===== src/rtl/axi_sram_pkg.sv =====
// Shared types and constants for the AXI SRAM wrapper burst scheduler.
package axi_sram_pkg;

  // Widest start address the active-burst register can hold.
  localparam int unsigned SCHED_ADDR_W = 64;

  localparam logic [1:0] BURST_FIXED = 2'd0;
  localparam logic [1:0] BURST_INCR  = 2'd1;
  localparam logic [1:0] BURST_WRAP  = 2'd2;

  typedef enum logic [1:0] {
    IDLE,
    RD,
    WR
  } sched_state_t;

  typedef struct packed {
    logic [SCHED_ADDR_W-1:0] addr;
    logic [7:0]              len;
    logic [2:0]              size;
    logic [1:0]              burst;
  } burst_req_t;

endpackage


===== src/rtl/axi_sram_beat_addr_gen.sv =====
// Combinational per-beat byte address for an AXI burst (FIXED/INCR/WRAP).
// WRAP with a len other than 1/3/7/15, and the reserved burst type, step as INCR.
module axi_sram_beat_addr_gen
  import axi_sram_pkg::*;
#(
  parameter int unsigned AXI_ADDR_WIDTH = 64
) (
  input  logic [AXI_ADDR_WIDTH-1:0] start,
  input  logic [7:0]                len,
  input  logic [2:0]                size,
  input  logic [1:0]                burst,
  input  logic [7:0]                count,
  output logic [AXI_ADDR_WIDTH-1:0] addr
);

  logic [AXI_ADDR_WIDTH-1:0] beat_mask;
  logic [AXI_ADDR_WIDTH-1:0] wrap_mask;
  logic [AXI_ADDR_WIDTH-1:0] offset;
  logic                      wrap_ok;

  // Select the address form for the burst type from the beat offset n*B.
  always_comb begin
    beat_mask = (AXI_ADDR_WIDTH'(1) << size) - AXI_ADDR_WIDTH'(1);
    wrap_mask = ((AXI_ADDR_WIDTH'(len) + AXI_ADDR_WIDTH'(1)) << size) - AXI_ADDR_WIDTH'(1);
    offset    = AXI_ADDR_WIDTH'(count) << size;
    wrap_ok   = (burst == BURST_WRAP) &&
                ((len == 8'd1) || (len == 8'd3) || (len == 8'd7) || (len == 8'd15));
    if (burst == BURST_FIXED) begin
      addr = start;
    end else if (wrap_ok) begin
      addr = (start & ~wrap_mask) | ((start + offset) & wrap_mask);
    end else begin
      addr = (start & ~beat_mask) + offset;
    end
  end

endmodule


===== src/rtl/axi_sram_rw_sched.sv =====
// Shares the single SRAM bank port between the read and write request queues,
// granting whole bursts and issuing one beat per cycle.
// Optional macro AXI_SRAM_SCHED_RD_PRIO_EN: read priority with a write starve limit;
// undefined gives strict burst-level round-robin.
module axi_sram_rw_sched
  import axi_sram_pkg::*;
#(
  parameter int unsigned AXI_ADDR_WIDTH  = 64,
  parameter int unsigned AXI_DATA_WIDTH  = 64,
  parameter int unsigned WR_STARVE_LIMIT = 4
) (
  input  logic                      clk,
  input  logic                      reset,
  input  logic                      rd_req_valid,
  output logic                      rd_req_ready,
  input  logic [AXI_ADDR_WIDTH-1:0] rd_req_addr,
  input  logic [7:0]                rd_req_len,
  input  logic [2:0]                rd_req_size,
  input  logic [1:0]                rd_req_burst,
  input  logic                      wr_req_valid,
  output logic                      wr_req_ready,
  input  logic [AXI_ADDR_WIDTH-1:0] wr_req_addr,
  input  logic [7:0]                wr_req_len,
  input  logic [2:0]                wr_req_size,
  input  logic [1:0]                wr_req_burst,
  input  logic                      wdata_valid,
  input  logic                      rd_credit,
  output logic                      beat_valid,
  input  logic                      beat_ready,
  output logic                      beat_write,
  output logic [AXI_ADDR_WIDTH-1:0] beat_addr,
  output logic                      beat_last,
  output logic                      wdata_pop,
  output logic                      busy
);

  sched_state_t state, state_next;
  burst_req_t   act, req_sel;
  logic [7:0]   cnt;
  logic         last_was_write;
  logic         grant_pt, pick_rd, pick_wr, beat_hs, write_first;
  logic         unused_cfg;

`ifdef AXI_SRAM_SCHED_RD_PRIO_EN
  localparam int unsigned STARVE_W = $clog2(WR_STARVE_LIMIT + 1);
  logic [STARVE_W-1:0] starve;

  // Reads win contention until writes have been passed over the limit.
  always_comb write_first = (starve >= STARVE_W'(WR_STARVE_LIMIT));

  // Saturating count of consecutive read grants made while a write waits.
  always_ff @(posedge clk) begin
    if (reset) begin
      starve <= '0;
    end else if (grant_pt && pick_wr) begin
      starve <= '0;
    end else if (grant_pt && pick_rd) begin
      if (!wr_req_valid) starve <= '0;
      else if (!write_first) starve <= starve + 1'b1;
    end
  end

  // Configuration inputs with no logic in this build.
  always_comb unused_cfg = last_was_write ^ (AXI_DATA_WIDTH == 0);
`else
  // Strict round-robin: contended grant goes to the type not granted last.
  always_comb write_first = !last_was_write;

  // Configuration inputs with no logic in this build.
  always_comb unused_cfg = (WR_STARVE_LIMIT == 0) ^ (AXI_DATA_WIDTH == 0);
`endif

  // Beat gating, arbitration at grant points, and next-state selection.
  always_comb begin
    beat_valid = 1'b0;
    case (state)
      RD:      beat_valid = rd_credit;
      WR:      beat_valid = wdata_valid;
      default: beat_valid = 1'b0;
    endcase
    if (reset) beat_valid = 1'b0;
    busy       = (state != IDLE);
    beat_write = (state == WR);
    beat_last  = busy && (cnt == act.len);
    beat_hs    = beat_valid && beat_ready;
    wdata_pop  = beat_hs && beat_write;
    // Reset blocks grants so a queue head is never popped into a discarded burst.
    grant_pt     = !reset && ((state == IDLE) || (beat_hs && beat_last));
    pick_wr      = wr_req_valid && (!rd_req_valid || write_first);
    pick_rd      = rd_req_valid && !pick_wr;
    rd_req_ready = grant_pt && pick_rd;
    wr_req_ready = grant_pt && pick_wr;
    req_sel.addr  = pick_wr ? SCHED_ADDR_W'(wr_req_addr) : SCHED_ADDR_W'(rd_req_addr);
    req_sel.len   = pick_wr ? wr_req_len   : rd_req_len;
    req_sel.size  = pick_wr ? wr_req_size  : rd_req_size;
    req_sel.burst = pick_wr ? wr_req_burst : rd_req_burst;
    state_next = state;
    if (grant_pt) begin
      if (pick_rd)      state_next = RD;
      else if (pick_wr) state_next = WR;
      else              state_next = IDLE;
    end
  end

  // State register.
  always_ff @(posedge clk) begin
    if (reset) state <= IDLE;
    else       state <= state_next;
  end

  // Active burst registers, beat counter and round-robin history.
  always_ff @(posedge clk) begin
    if (reset) begin
      act            <= '0;
      cnt            <= '0;
      last_was_write <= 1'b1;
    end else if (grant_pt && (pick_rd || pick_wr)) begin
      act            <= req_sel;
      cnt            <= '0;
      last_was_write <= pick_wr;
    end else if (beat_hs) begin
      cnt <= cnt + 8'd1;
    end
  end

  axi_sram_beat_addr_gen #(
    .AXI_ADDR_WIDTH(AXI_ADDR_WIDTH)
  ) u_addr_gen (
    .start (act.addr[AXI_ADDR_WIDTH-1:0]),
    .len   (act.len),
    .size  (act.size),
    .burst (act.burst),
    .count (cnt),
    .addr  (beat_addr)
  );

endmodule


===== config.mk =====
export PLATFORM = sky130hd
export DESIGN_NAME = axi_sram_rw_sched
export DESIGN_NICKNAME = d
export VERILOG_FILES = /design/src/rtl/axi_sram_pkg.sv /design/src/rtl/axi_sram_beat_addr_gen.sv /design/src/rtl/axi_sram_rw_sched.sv
export SDC_FILE = /design/constraint.sdc
export NUM_CORES = 1
export LEC_CHECK = 0
export ABC_CLOCK_PERIOD_IN_PS = 7800
export CORE_MARGIN = 1
export CORE_UTILIZATION = 50
export DETAILED_ROUTE_END_ITERATION = 8
export GPL_ROUTABILITY_DRIVEN = 0
export PLACE_DENSITY = 0.8
export SYNTH_ARGS = -nofsm -noshare
export SYNTH_HDL_FRONTEND = slang
export SYNTH_SLANG_ARGS = --single-unit

===== constraint.sdc =====
create_clock -name clk -period 7.8 [get_ports clk]
set_clock_uncertainty 0.15 [all_clocks]
set_input_delay 0.78 -clock clk [delete_from_list [all_inputs] [get_ports clk]]
set_output_delay 0.78 -clock clk [all_outputs]
set_load 0.02 [all_outputs]

==> impl_results.md, run 1 <==
- Number of buffers on the longest clock path: 2
- Peak fanout along the critical path: 21
- Hold bufs inserted after CTS: 0
- Area of the multi-input gates: 6560 um^2
- P&R area growth vs syn: 29.5%
- Pwr per Cell Area: 151 nW/um^2
- Primary FF master, synth: sky130_fd_sc_hd__dfxtp_1
- Placed wire-length estimate: 21.6 mm
- Library cell used as clock root buffer: sky130_fd_sc_hd__clkbuf_16
- Fraction of registers with async set/reset: 0%
- Number of port buffers: 231
- Worst-case headroom to the max-slew limit: 30.3%
- Final setup fails: 0
- Post-detailed-placement cell area: 11100 um^2
- Number of nets produced by synthesis: 1347
- VDD IR-drop max: 0.110 mV
- Number of vias per cell after detailed routing: 6.04
- Sink Count: 88
- Hold path start: act[36]$_SDFFE_PP0P_
- Cts repair resizes: 0
- Die Outline Area: 18100 um^2
- Count of TritonRoute iterations in the first routing pass: 5
- Die span in x: 135 um
- Endpoint class of the critical path: output pin
- Die Height: 135 um
- Worst min-delay path endpoint: act[36]$_SDFFE_PP0P_
- DRC violations left: 0
- Lkg Pwr: 4.42 nW
- Count of different cell masters after synthesis: 87
- Data required time at the worst endpoint: 6.87 ns
- Final period utilization: 83.8%
- Area of the placeable core: 17200 um^2
- Min Tclk post-route: 6.53 ns
- Cell Rows: 48
- Final instance count without filler cells: 1542
- Setup repair after global routing missed its margin: false
- Number of cells in the design after placement: 1526
- Antenna violation net count after detailed routing: 0
- Routed wire per std cell: 18.4 um
- Total congestion overflow: 0
- Post-synthesis register bit count: 88
- Post-layout nets: 1514
- Warnings, synthesis: 0
- Number of slew-limit violations in the final report: 0
- Maximum clock rate: 153 MHz
- Logic depth of the worst register-to-register path: 11
- Largest net degree at the start of global routing: 92
- Outcome: finished clean
- H-Tree Level Count: 3
- Number of DRC markers in iteration 0: 716
- Wire length of the first global-routing pass: 44.4 mm
- Number of instances in the synthesized netlist: 1145
- Count of pins on the block boundary: 232
- Netlist area before placement: 8800 um^2
- Post-synthesis cell type with the largest combined area: sky130_fd_sc_hd__dfxtp_1
- Number of enable flip-flop cells after synthesis: 0
- Layout cells sized above 1: 5.32%
- Detailed-route wire length: 28.3 mm
- Max-cap violation count: 0
- Data arrival time at the worst-slack endpoint: 5.60 ns
- Critical register-to-register path endpoint: act[17]$_SDFFE_PP0P_
- Via count of the first global-routing pass: 8692
- Share of synthesized area occupied by flip-flops and latches: 20.0%
- Path type of the worst min-delay path: reg -> reg
- Post-CTS Setup Inserts: 0
- Sequential cell area: 1760 um^2
- Number of endpoints with negative hold slack in the final report: 0
- TritonCTS clock tree: built
- Synth area leaders: sky130_fd_sc_hd__dfxtp_1, sky130_fd_sc_hd__mux2i_1, sky130_fd_sc_hd__a211oi_1
- Starting utilization of the core area: 51.1%
- Startpoint-to-endpoint class of the critical path: reg -> out
- Via count of the routed design: 9309
- Number of filler cells placed in the layout: 1475
- Count of inserted antenna diode cells: 0
- Post-synth top area share: 20.0%
- Aggregate negative setup slack: 0 ns
- Minimum setup slack among reg-to-reg paths: 3.85 ns
- Startpoint of the worst-slack reg-to-reg timing path: state[0]$_SDFFE_PP0P_
- Cell depth of the worst hold path: 2
- Startpoint types: flip-flop
- Cell types with the highest counts after synthesis: sky130_fd_sc_hd__nor2_1, sky130_fd_sc_hd__mux2i_1, sky130_fd_sc_hd__dfxtp_1
- Clock input transition at the sequential cells of the worst setup and hold paths: 0.07 ns
- Syn_area_per_cell: 7.69 um^2
- Latest clock arrival within the worst-skew pair: 0.36 ns
- Post-route cell area: 11400 um^2
- TritonCTS Buffers: 9
- Count leader, synth: sky130_fd_sc_hd__nor2_1
- Pin slew with the least headroom to its limit: 1.05 ns
- Initial antenna violation count: 0
- Overall track demand over capacity in global routing: 31.0%
- Worst hold slack: 0.372 ns
-- area by class of cell --
type                    instances  area share (%)
multi-input cells             943            57.5
well taps                     225            2.47
repair buffers                241            20.9
clock inverters                 6           0.681
flip-flops and latches         88            15.5
clock buffers                  10            2.01
inverters                      29           0.955
-- how the worst max path moves through the flow --
stage / startpoint / end / slack, ns
after detailed placement: act[3]$_SDFFE_PP0P_ / beat_addr[58] / 1.74
after CTS: act[3]$_SDFFE_PP0P_ / beat_addr[58] / 1.31
final: act[3]$_SDFFE_PP0P_ / beat_addr[58] / 1.27
after floorplan: act[3]$_SDFFE_PP0P_ / beat_addr[34] / 2.54
after global routing: act[2]$_SDFFE_PP0P_ / beat_addr[58] / 0.94
after global placement: act[2]$_SDFFE_PP0P_ / beat_addr[58] / 1.84
-- cells in the final DEF, fill, tap and decap left out, types with 39 or more instances in the layout --
cell type                           n
sky130_fd_sc_hd__a21oi_1           47
sky130_fd_sc_hd__mux2i_1           93
sky130_fd_sc_hd__ha_1              39
sky130_fd_sc_hd__a211oi_1          84
sky130_fd_sc_hd__dfxtp_1           88
sky130_fd_sc_hd__nand2_1           81
sky130_fd_sc_hd__o21ai_0           42
sky130_fd_sc_hd__nor2_1           144
sky130_fd_sc_hd__xnor2_1           57
sky130_fd_sc_hd__xor2_1            41
sky130_fd_sc_hd__clkdlybuf4s50_1  230
-- per-layer routing --
| layer | track usage [%] | wire (um) | up-vias |
|---|---|---|---|
| met3 | 5.71 | 2420 | 57 |
| met1 | 37.4 | 11300 | 4283 |
| met4 | 10.9 | 677 | 0 |
| met5 | 0 | 0 | - |
| li1 | - | - | 4538 |
| met2 | 54.6 | 13900 | 431 |
-- power breakdown --
| part | internal, mW | switching [mW] | total, mW |
|---|---|---|---|
| Combinational | 0.330 | 0.369 | 0.699 |
| Clock | 0.254 | 0.210 | 0.465 |
| Sequential | 0.491 | 0.0664 | 0.557 |
-- flip-flops by register name, indices dropped and copies added, names as in the netlist --
name	cells
act	77
cnt	8
last_was_write	1
state	2
-- metrics by stage --
step                setup slack [ns]  util (%)  total power [mW]
floorplan                       2.54         -             0.992
global placement                1.84      64.4              1.25
detailed placement              1.74      64.4              1.26
CTS                             1.31      66.1              1.72
global route                   0.943      66.1              1.80
finish                          1.27      66.1              1.72
-- worst max-delay path, stage by stage (launching register included) --
cell and delay [ns]:
sky130_fd_sc_hd__dfxtp_1 0.62, sky130_fd_sc_hd__buf_4 0.34, sky130_fd_sc_hd__nor2_1 0.18, sky130_fd_sc_hd__and3_1 0.25, sky130_fd_sc_hd__ha_1 0.21, sky130_fd_sc_hd__inv_1 0.07
sky130_fd_sc_hd__fa_1 0.17, sky130_fd_sc_hd__nor2b_1 0.07, sky130_fd_sc_hd__o31ai_1 0.31, sky130_fd_sc_hd__a21oi_1 0.21, sky130_fd_sc_hd__o41ai_1 0.66, sky130_fd_sc_hd__o21ai_0 0.27
sky130_fd_sc_hd__and4b_1 0.29, sky130_fd_sc_hd__a21oi_4 0.58, sky130_fd_sc_hd__nor3_1 0.16, sky130_fd_sc_hd__xor2_1 0.20, sky130_fd_sc_hd__clkdlybuf4s50_1 0.63
-- cell families after synthesis --
| kind of cell | synth area share, % |
|---|---|
| fa+ha+maj | 6.00 |
| simple gates | 24.4 |
| xor+xnor | 9.93 |
| compound gates | 22.7 |
| mux | 11.2 |
| flops | 20.0 |
| buf+inv | 5.73 |
Power figures use the tool's default switching activity.
==> run 2: changes to the inputs <==
Settings changed: ABC_CLOCK_PERIOD_IN_PS 7800 to 6400.
Clock period 7.8 ns to 6.4 ns, I/O delays scaled along.
==> impl_results.md, run 2 (same netlist as run 1, synthesis figures left out) <==
- Most frequent cells in the layout: sky130_fd_sc_hd__clkdlybuf4s50_1, sky130_fd_sc_hd__nor2_1, sky130_fd_sc_hd__mux2i_1, sky130_fd_sc_hd__dfxtp_1, sky130_fd_sc_hd__a211oi_1
- Starting utilization of the core area: 51.1% (unchanged)
- Peak fanout along the critical path: 17 (-19%)
- Number of filler cells placed in the layout: 1521 (+3.1%)
- Largest net degree at the start of global routing: 91 (-1.1%)
- VDD IR-drop max: 0.160 mV (+46%)
- Worst min-delay path endpoint: act[36]$_SDFFE_PP0P_
- Slowest cell on the critical path: sky130_fd_sc_hd__clkdlybuf4s50_1
- Data arrival time at the worst-slack endpoint: 5.23 ns (-0.37 ns)
- Count of pins on the block boundary: 232 (unchanged)
- Number of flip-flops in the largest register: 77 (unchanged)
- Post-route cell area: 11400 um^2 (+0.25%)
- Biggest register: act
- Number of buffers on the longest clock path: 2 (unchanged)
- Ordered cell list for the critical path: buf_4 > mux2i_1 > nand2b_1 > fa_1 > nor2b_1 > o21a_1 > o21ai_0 > a2111oi_1 > o31ai_1 > nor3_1 > a21oi_4 > nor3_1 > xor2_1 > clkdlybuf4s50_1
- Minimum setup slack among reg-to-reg paths: 2.74 ns (-1.11 ns)
- Logic depth of the worst register-to-register path: 9 (-2)
- Clock input transition at the sequential cells of the worst setup and hold paths: 0.07 ns (about the same)
- Library cell used as clock root buffer: sky130_fd_sc_hd__clkbuf_16
- Maximum clock rate: 166 MHz
- Layout Utilization: 66.3% (+0.17 points)
- Count of TritonRoute iterations in the first routing pass: 5 (unchanged)
- Layout cells sized above 1: 5.97% (+0.65 points)
- Initial antenna violation count: 0 (unchanged)
- Outcome: finished clean
- Pwr per Cell Area: 179 nW/um^2 (+19%)
- Startpoint of the worst-slack reg-to-reg timing path: act[10]$_SDFFE_PP0P_
- Lkg Pwr: 4.43 nW (+0.39%)
- Startpoint types: flip-flop
- Via count of the first global-routing pass: 8746 (+0.62%)
- Number of slew-limit violations in the final report: 0 (unchanged)
- Max-cap violation count: 0 (unchanged)
- Overall track demand over capacity in global routing: 31.0% (+0.082 points)
- Largest registers: act x77, cnt x8, state x2
- Cell depth of the worst hold path: 2 (unchanged)
- Die Outline Area: 18100 um^2 (unchanged)
- Worst-case headroom to the max-slew limit: 31.5% (+1.1 points)
- Number of vias per cell after detailed routing: 6.03 (about the same)
- Routed wire per std cell: 18.2 um (-0.98%)
- Wire length of the first global-routing pass: 44.7 mm (+0.65%)
- Final setup fails: 0 (unchanged)
- Final period utilization: 94.0%
- Data required time at the worst endpoint: 5.61 ns (-1.26 ns)
- Sink Count: 88 (unchanged)
- Number of port buffers: 231 (unchanged)
- Setup repair after global routing missed its margin: false
- Min Tclk post-route: 6.02 ns
- Post-CTS Setup Inserts: 0 (unchanged)
- Hold path start: act[36]$_SDFFE_PP0P_
- TritonCTS Buffers: 9 (unchanged)
- Post-detailed-placement cell area: 11200 um^2 (+0.56%)
- Startpoint-to-endpoint class of the critical path: reg -> out
- Endpoint class of the critical path: output pin
- Delay contributed by the slowest stage of the critical path: 0.68 ns (+0.02 ns)
- Hold bufs inserted after CTS: 0 (unchanged)
- Latest clock arrival within the worst-skew pair: 0.36 ns (about the same)
- Cell Rows: 48 (unchanged)
- Critical register-to-register path endpoint: act[26]$_SDFFE_PP0P_
- Aggregate negative setup slack: 0 ns (unchanged)
- P&R area growth vs syn: 29.8%
- DRC violations left: 0 (unchanged)
- Area of the placeable core: 17200 um^2 (unchanged)
- Antenna violation net count after detailed routing: 0 (unchanged)
- Cell type with the highest occurrence count on the critical path: sky130_fd_sc_hd__nor3_1
- Die span in x: 135 um (unchanged)
- TritonCTS clock tree: built
- Critical path's top delay family: compound AO/OA/AOI/OAI gates
- Path type of the worst min-delay path: reg -> reg
- Number of endpoints with negative hold slack in the final report: 0 (unchanged)
- Most common library cell in the layout ignoring fill and taps: sky130_fd_sc_hd__clkdlybuf4s50_1
- H-Tree Level Count: 3 (unchanged)
- Total congestion overflow: 0 (unchanged)
- Via count of the routed design: 9346 (+0.40%)
- Number of DRC markers in iteration 0: 724 (+1.1%)
- Cts repair resizes: 0 (unchanged)
- Count of inserted antenna diode cells: 0 (unchanged)
- Detailed-route wire length: 28.2 mm (-0.53%)
- Post-layout nets: 1522 (+0.53%)
- Pin slew with the least headroom to its limit: 1.03 ns (-0.0183 ns)
- Die Height: 135 um (unchanged)
- Placed wire-length estimate: 21.6 mm (-0.26%)
- Combined buffer and inverter count along the critical path: 2 (-1)
## run 2: stage by stage
step	cells	power, mW	hold slack, ns	setup WS (ns)
floorplan	1145	1.21	0.336	1.28
global placement	1534	1.52	0.349	0.697
detailed placement	1534	1.54	0.355	0.603
CTS	1549	2.05	0.364	0.193
global route	1549	2.15	0.404	0.0914
finish	1549	2.05	0.364	0.384
## run 2: worst max path at each step
| stage | depth (start not counted) | to | startpoint | slack (ns) |
|---|---|---|---|---|
| 6_report | 14 | beat_addr[60] | act[2]$_SDFFE_PP0P_ | 0.38 |
| 5_1_grt | 16 | beat_addr[52] | act[2]$_SDFFE_PP0P_ | 0.09 |
| 4_1_cts | 15 | beat_addr[60] | act[3]$_SDFFE_PP0P_ | 0.19 |
| 3_5_place_dp | 15 | beat_addr[60] | act[3]$_SDFFE_PP0P_ | 0.60 |
| 3_3_place_gp | 15 | beat_addr[60] | act[3]$_SDFFE_PP0P_ | 0.70 |
| 2_1_floorplan | 17 | beat_addr[34] | act[3]$_SDFFE_PP0P_ | 1.28 |
## run 2: layout make-up
class	count	area [um^2]	area share (%)
timing repair buffer	249	2440	21.4
sequential	88	1760	15.4
inverter	29	109	0.953
clock inverter	5	41.3	0.361
clock buffer	10	229	2.00
tap	225	282	2.46
multi-input combinational	943	6560	57.4
## run 2: power by group
part | switching, mW | internal (mW) | leakage [nW] | total (mW)
Sequential | 0.0815 | 0.599 | 0.726 | 0.680
Clock | 0.249 | 0.265 | 0.126 | 0.514
Combinational | 0.453 | 0.404 | 3.58 | 0.857
## run 2: routing by layer
layer  global-route usage (%)  vias up  part of all wire [%]
met5                        0        -                     0
met1                     37.6     4339                    41
met2                     53.9      393                    49
met4                     10.5        0                   2.4
li1                         -     4553                     -
met3                     6.91       61                   7.6
## run 2: worst min-delay path, delay by kind of cell, from the launching register on
| kind | cells | cell delay [ns] |
|---|---|---|
| AO/OA/AOI/OAI | 1 | 0.05 |
| flip-flops | 1 | 0.32 |
| AND/OR/NAND/NOR | 1 | 0.10 |
==> edit: new RTL, config.mk and constraints of run 2 <==
Build with the macro `AXI_SRAM_SCHED_RD_PRIO_EN` defined.
--- a/src/rtl/axi_sram_rw_sched.sv
+++ b/src/rtl/axi_sram_rw_sched.sv
@@ -3,4 +3,6 @@
 // Optional macro AXI_SRAM_SCHED_RD_PRIO_EN: read priority with a write starve limit;
 // undefined gives strict burst-level round-robin.
+`define AXI_SRAM_SCHED_RD_PRIO_EN
+
 module axi_sram_rw_sched
   import axi_sram_pkg::*;
Function: changed (Yosys sat finds a counterexample within 4 cycles, from zero or initial values and one cycle with reset high).
==> edit against run 2 <==
  * Non-clock buffer count is 2 lower
  * Global-route usage hardly changed
  * Hold slack worse by 0.048 ns
  * Routed wire length increased by 0.59%
  * Sequential cell count increased by 2
  * Setup slack gained 0.0036 ns
  * Area after synthesis is 1.5% higher
  * Power shrank 3.1%
  * Synthesized cell count is 3.0% higher
  * Final area is 1.8% higher
  * Critical path type unchanged
  * Highest routed layer unchanged
==> edit: results (changes against run 2) <==
Reg2Reg Setup Slack = 3.12 ns (was 2.74 ns)
top cells by count, synth = nor2_1 (163), mux2i_1 (91), dfxtp_1 (90) (was nor2_1 (144), mux2i_1 (93), dfxtp_1 (88))
RR Endpoint = act[20] (was act[26])
worst stage delay on the critical path = 0.64 ns (was 0.68 ns)
vias = 9,566 (was 9,346)
cell family with most CP delay = simple AND/OR/NAND/NOR gates (was compound AO/OA/AOI/OAI gates)
Max VDD drop = 0.136 mV (was 0.160 mV)
placed cell area = 11,300 um^2 (was 11,200 um^2)
Clock buffers and inverters, area share = 2.54% (was 2.37%)
Hold Path End = starve[1] (was act[36])
GRT Overall Usage = 31.0% (about the same)
worst slew pin tran = 0.974 ns (was 1.03 ns)
Fillers = 1,492 (was 1,521)
Avg WL per Cell = 17.9 um (was 18.2 um)
register share of the cell area = 15.5% (was 15.4%)
Worst Hold Launch = starve[1] (was act[36])
Mean Syn Cell Area = 7.58 um^2 (was 7.69 um^2)
status = finished clean (unchanged)
Regs by FF count = act (77), cnt (8), starve (3) (was act (77), cnt (8), state (2))
Synth Net Count = 1,382 (was 1,347)
met1 usage = 37.5% (was 37.6%)
comb_multi_in = 980 (was 943)
adder-cell share of the synthesized area = 6.05% (was 6.00%)
pin count of the biggest net entering global routing = 155 (was 91)
Starting DRT DRC Count = 801 (was 724)
post-synthesis sequential area ratio = 20.2% (was 20.0%)
non-clock buffer share of cell area = 21.0% (was 21.4%)
Reg2Reg Depth = 8 (was 9)
multi-input gate share of total cell area = 57.7% (was 57.4%)
met2 usage = 52.9% (was 53.9%)
Metal-1 WL = 11.7 mm (was 11.5 mm)
==> edit: cell count changes after synthesis, moves of 6 or more <==
cell	before	now
xnor2_1	57	36
nor2_1	144	163
buf_2	27	12
xor2_1	41	55
o21ai_0	42	53
buf_1	5	15
o211ai_1	4	13
clkbuf_1	45	53
or3_1	6	14
a21oi_1	47	54
nand4_1	23	16
a22oi_1	10	4
nor3_2	7	1
==> edit: worst max-delay path by stage <==
stage	from	endpoint	slack, ns	cells after the start
after floorplan	act[3]	beat_addr[34]	1.38	20
after global placement	act[5]	beat_addr[63]	0.75	17
after detailed placement	act[5]	beat_addr[63]	0.52	17
after CTS	act[5]	beat_addr[63]	0.14	17
after global routing	act[6]	beat_addr[63]	0.06	17
final	act[6]	beat_addr[63]	0.39	17
==> edit: where the power goes <==
| group | internal, W | switching [W] |
|---|---|---|
| clock | 0.000283 | 0.000260 |
| combinational | 0.000363 | 0.000402 |
| sequential | 0.000606 | 0.0000728 |
